`config.mk`:
```
export PLATFORM = sky130hd
export DESIGN_NAME = mixer_seq
export DESIGN_NICKNAME = d
export VERILOG_FILES = /design/src/rtl/mixer_seq.sv
export SDC_FILE = /design/constraint.sdc
export NUM_CORES = 1
export LEC_CHECK = 0
export ABC_AREA = 1
export CORE_UTILIZATION = 60
export CTS_CLUSTER_DIAMETER = 150
export CTS_CLUSTER_SIZE = 24
export DETAILED_ROUTE_END_ITERATION = 16
export MAX_ROUTING_LAYER = met4
export PLACE_DENSITY = 0.87
export SYNTH_ARGS = -nofsm -noshare
export SYNTH_HDL_FRONTEND = slang
export SYNTH_SLANG_ARGS = --single-unit
export TNS_END_PERCENT = 5
```
`constraint.sdc`:
```
create_clock -name clk -period 14.81 [get_ports clk]
set_clock_uncertainty 0.15 [all_clocks]
set_input_delay 1.481 -clock clk [delete_from_list [all_inputs] [get_ports clk]]
set_output_delay 1.481 -clock clk [all_outputs]
set_load 0.05 [all_outputs]
```
`src/rtl/mixer_seq.sv`:
```
// Time-multiplexed N-channel mixer: snapshots all channels on a sample_clock rise,
// accumulates one gain-scaled channel per clk, then attenuates, saturates and holds the result.
module mixer_seq #(
   parameter int NCHAN    = 8,
   parameter int BITDEPTH = 14,
   parameter int SHIFT    = 2
) (
   input  logic                        clk,
   input  logic                        rst,
   input  logic                        sample_clock,
   input  logic [NCHAN*BITDEPTH-1:0]   in,
   input  logic [NCHAN*8-1:0]          gain,
   input  logic [NCHAN-1:0]            mute,
   output logic [BITDEPTH-1:0]         mix,
   output logic                        mix_valid,
   output logic                        busy,
   output logic                        overrun
);

   localparam int IDXW = $clog2(NCHAN);
   localparam int ACCW = BITDEPTH + 9 + IDXW;
   localparam int PW   = BITDEPTH + 10;

   localparam logic [BITDEPTH-1:0]    CENTER     = {1'b1, {(BITDEPTH-1){1'b0}}};
   localparam logic signed [ACCW-1:0] CENTER_ACC = {{(ACCW-BITDEPTH){1'b0}}, CENTER};
   localparam logic signed [ACCW-1:0] MAX_ACC    = {{(ACCW-BITDEPTH){1'b0}}, {BITDEPTH{1'b1}}};
   localparam logic [IDXW-1:0]        IDX_LAST   = IDXW'(NCHAN - 1);

   typedef enum logic [1:0] {IDLE, ACC, OUT} state_t;

   state_t                      state_q, state_d;
   logic                        sc_prev_q;
   logic                        start;
   logic signed [ACCW-1:0]      acc_q, acc_d;
   logic [IDXW-1:0]             idx_q, idx_d;
   logic [NCHAN*BITDEPTH-1:0]   in_snap_q, in_snap_d;
   logic [NCHAN*8-1:0]          gain_snap_q, gain_snap_d;
   logic [NCHAN-1:0]            mute_snap_q, mute_snap_d;
   logic [BITDEPTH-1:0]         mix_q, mix_d;
   logic                        mix_valid_q, mix_valid_d;
   logic                        busy_q, busy_d;
   logic                        overrun_q, overrun_d;

   logic [BITDEPTH-1:0]         sel_in;
   logic [7:0]                  sel_gain;
   logic                        sel_mute;
   logic signed [BITDEPTH:0]    diff;
   logic signed [PW-1:0]        prod;
   logic signed [ACCW-1:0]      term;
   logic signed [ACCW-1:0]      shifted;
   logic signed [ACCW-1:0]      r;
   logic [BITDEPTH-1:0]         sat;

   // sc_prev resets high so a sample_clock already high at reset release is not an edge
   assign start = sample_clock & ~sc_prev_q;

   always_ff @(posedge clk or posedge rst) begin
      if (rst) begin
         state_q <= IDLE;
      end else begin
         state_q <= state_d;
      end
   end

   always_comb begin
      state_d = state_q;
      unique case (state_q)
         IDLE:    if (start) state_d = ACC;
         ACC:     if (idx_q == IDX_LAST) state_d = OUT;
         OUT:     state_d = IDLE;
         default: state_d = IDLE;
      endcase
   end

   always_comb begin
      sel_in   = '0;
      sel_gain = '0;
      sel_mute = 1'b0;
      for (int unsigned k = 0; k < NCHAN; k++) begin
         if (32'(idx_q) == k) begin
            sel_in   = in_snap_q[k*BITDEPTH +: BITDEPTH];
            sel_gain = gain_snap_q[k*8 +: 8];
            sel_mute = mute_snap_q[k];
         end
      end
      diff = $signed({1'b0, sel_in}) - $signed({1'b0, CENTER});
      prod = PW'(diff) * PW'($signed({1'b0, sel_gain}));
      term = sel_mute ? '0 : ACCW'(prod);
   end

   // Floor attenuation back to offset binary, then clip to the full unsigned range
   always_comb begin
      shifted = acc_q >>> (8 + SHIFT);
      r       = shifted + CENTER_ACC;
      if (r[ACCW-1]) begin
         sat = '0;
      end else if (r > MAX_ACC) begin
         sat = '1;
      end else begin
         sat = r[BITDEPTH-1:0];
      end
   end

   always_comb begin
      acc_d       = acc_q;
      idx_d       = idx_q;
      in_snap_d   = in_snap_q;
      gain_snap_d = gain_snap_q;
      mute_snap_d = mute_snap_q;
      mix_d       = mix_q;
      mix_valid_d = 1'b0;
      busy_d      = busy_q;
      overrun_d   = 1'b0;
      unique case (state_q)
         IDLE: begin
            if (start) begin
               in_snap_d   = in;
               gain_snap_d = gain;
               mute_snap_d = mute;
               acc_d       = '0;
               idx_d       = '0;
               busy_d      = 1'b1;
            end
         end
         ACC: begin
            acc_d = acc_q + term;
            if (idx_q != IDX_LAST) idx_d = idx_q + 1'b1;
         end
         OUT: begin
            mix_d       = sat;
            mix_valid_d = 1'b1;
            busy_d      = 1'b0;
         end
         default: ;
      endcase
      // A start seen in ACC or OUT is dropped, never queued
      if (start && (state_q != IDLE)) overrun_d = 1'b1;
   end

   always_ff @(posedge clk or posedge rst) begin
      if (rst) begin
         sc_prev_q   <= 1'b1;
         acc_q       <= '0;
         idx_q       <= '0;
         in_snap_q   <= '0;
         gain_snap_q <= '0;
         mute_snap_q <= '0;
         mix_q       <= CENTER;
         mix_valid_q <= 1'b0;
         busy_q      <= 1'b0;
         overrun_q   <= 1'b0;
      end else begin
         sc_prev_q   <= sample_clock;
         acc_q       <= acc_d;
         idx_q       <= idx_d;
         in_snap_q   <= in_snap_d;
         gain_snap_q <= gain_snap_d;
         mute_snap_q <= mute_snap_d;
         mix_q       <= mix_d;
         mix_valid_q <= mix_valid_d;
         busy_q      <= busy_d;
         overrun_q   <= overrun_d;
      end
   end

   assign mix       = mix_q;
   assign mix_valid = mix_valid_q;
   assign busy      = busy_q;
   assign overrun   = overrun_q;

endmodule

```
==> summary.txt <==
Timing
  • Slew Limit Fails: 0
  • Final number of setup-violating endpoints: 0
  • RSZ-0062 raised after global routing: no
  • Rel. slew slack: 0.243
  • Min Clock Period, post-route: 9470 ps
  • TNS Setup: 0 ps
  • Tcrit/Tclk final: 0.640
  • Final Hold Fails: 0
  • Max Fclk: 0.106 GHz
  • Worst-Margin Slew: 1130 ps

Worst setup path
  • R2r endpoint: acc_q[25]
  • Worst-path fanout max: 31
  • Critical path arrival: 9710 ps
  • Crit path depth: 37
  • Worst R2R Start: idx_q[2]
  • Setup slack, reg-to-reg: 5340 ps
  • Crit-path slowest cell: inv_1
  • Worst reg2reg path depth: 37
  • CP peak stage delay: 790 ps
  • CP Capture Type: register
  • Setup Crit Path Kind: reg -> reg
  • CP delay by family, top: adder cells
  • Buf/Inv on CP: 7
  • Required time of the critical path: 15,050 ps
  • Crit path launch type: register
  • Worst Setup SP: idx_q[2]

CTS
  • Clk Latency, worst-skew pair: 490 ps
  • H-tree depth reported by CTS: 1
  • CTS tree: done
  • Setup bufs post-CTS: 0
  • Clock Sinks: 233
  • Root Buffer: clkbuf_16
  • Total CTS buffers: 13
  • Hold Buf Count CTS: 0
  • CTS max path bufs: 3
  • Post-cts sizing count: 0
  • Worst-path clk slew: 100 ps

Route
  • DR WL/cell: 16.2 um
  • DRT Pass-1 Iters: 5
  • Routed Wire Length: 42.1 mm
  • DR iter-0 viols: 1,310
  • Via count: 14,400
  • Final ANT Viol Nets: 0
  • Drt drc: 0
  • Drt via density: 5.52

Yosys
  • Netlist cell types: 53
  • Ys flop type: dfrtp_1
  • Syn_area_per_cell: 7.65 um^2
  • Yosys Warn Count: 0
  • Post-synth top area share: 0.355
  • Mapped Cells: 2,128
  • Number of synthesized flops with an enable pin: 0
  • Seq cells post-synth: 233
  • Fraction of registers with async set/reset: 1.00
  • Synthesized cell area: 16,300 um^2
  • Sequential area share after synthesis: 0.358
  • Net count after synthesis: 2,487
  • Synth area leaders: dfrtp_1, nand2_1, fa_1, ha_1, inv_1
  • Synth area leader: dfrtp_1

Floorplan
  • I/O Pins: 204
  • Initial Utilization: 0.618
  • Floorplan core area: 26,400 um^2
  • Die ar.: 27,800 um^2
  • Chip Width: 167 um
  • Die Ht: 167 um
  • # rows: 59

Run status
  • Outcome: complete, no violations

Global routing
  • Global route total overflow: 0
  • Largest net degree at the start of global routing: 124
  • Global-route wire length before repair: 69.7 mm
  • Total global-route track usage: 0.319
  • Vias in the first global route: 14,400
  • Initial antenna violation count: 1

Final layout
  • Share of post-route cells with drive strength above 1: 0.0423
  • Area Overhead vs Synth: 15.3%
  • Fillers: 2,079
  • Nets: 2,628

Placement
  • Placer Congestion: 0.972
  • Hpwl dp: 32.5 mm
  • Port bufs: 203

Hold path
  • Hold Crit Start: mix[4]
  • Hold depth: 2
  • Worst min path class: reg -> reg
  • Worst Hold Endpoint: mix[4]

Run
  • Max Cap Viol: 0
[state kept, by name (all words and copies together), names as in the netlist]
signal / count
in_snap_q: 112
sc_prev_q: 1
busy: 1
state_q: 2
mix_valid: 1
idx_q: 3
acc_q: 26
overrun: 1
gain_snap_q: 64
mute_snap_q: 8
mix: 14
[through the flow]
stage | utilization | hold WS, ps | instance area (um^2) | cells | setup WS, ps
3_3_place_gp | 0.698 | 308 | 18400 | 2589 | 5650
6_report | 0.712 | 335 | 18800 | 2608 | 5340
5_1_grt | 0.712 | 351 | 18800 | 2608 | 4530
3_5_place_dp | 0.698 | 311 | 18400 | 2589 | 5410
2_1_floorplan | - | 294 | 16300 | 2128 | 6790
4_1_cts | 0.712 | 336 | 18800 | 2607 | 5400
[Yosys cell counts, drive strengths merged, types with 7 or more instances]
library cell,count
dfrtp,231
nor3,8
nand2,822
a21oi,55
o22ai,7
o211ai,45
xor2,12
xnor2,11
ha,79
fa,93
inv,278
nand3,86
clkbuf,55
buf,30
o21ai,141
nand4,7
nor2,127
[worst max path at each step]
stage          slack, ps   endpoint
2_1_floorplan       6790   acc_q[0]
3_3_place_gp        5650  acc_q[25]
3_5_place_dp        5410  acc_q[25]
4_1_cts             5400  acc_q[25]
5_1_grt             4530  acc_q[25]
6_report            5340  acc_q[25]
[layout make-up]
type                    instances  area (um^2)  area share
well taps                     335          419      0.0223
inverters                     279         1070      0.0569
multi-input cells            1531         9000       0.480
repair buffers                211         2090       0.112
flip-flops and latches        233         5830       0.311
clock inverters                 1         8.76    0.000467
diodes                          1         2.50    0.000133
clock buffers                  17          340      0.0181
[worst register-to-register path: cells and delay by family, from the launching register on]
kind / cells / cell delay, ps
flip-flops: 1 / 720
adder cells (fa/ha/maj): 7 / 3490
AND/OR/NAND/NOR: 14 / 1650
AO/OA/AOI/OAI: 8 / 1770
XOR/XNOR: 1 / 200
buffers and inverters: 7 / 1410
[cell families after synthesis]
group,after synthesis,synth area share
simple gates,1062,0.261
flops,233,0.358
compound gates,274,0.104
buf+inv,364,0.0894
xor+xnor,23,0.0124
fa+ha+maj,172,0.175
[routing by layer]
layer  up-vias  wire [um]  global-route usage
met5         -          0                   -
met4         0       1680               0.119
li1       6898          -                   -
met3       111       2570              0.0397
met1      6855      17600               0.407
met2       544      20300               0.524
[placed cells by master, fill, tap and decap left out, types with 8 or more instances in the layout]
cell,Yosys,routed
clkdlybuf4s50_1,0,203
o21ai_0,98,98
a21oi_1,54,54
nand3_1,84,84
o21ai_1,26,26
xor2_1,12,12
ha_1,79,79
dfrtp_1,231,231
nor2_1,111,110
o211ai_1,40,40
inv_1,260,259
fa_1,93,93
buf_4,6,8
clkbuf_16,0,13
nand2_1,817,816
xnor2_1,11,11
nor2_2,13,14
nor3_1,8,8
o21ai_2,17,17
inv_2,15,15
Power is left out: the tool's default activity adds up to more than one toggle a clock period on the data nets, which glitch-free logic cannot reach.
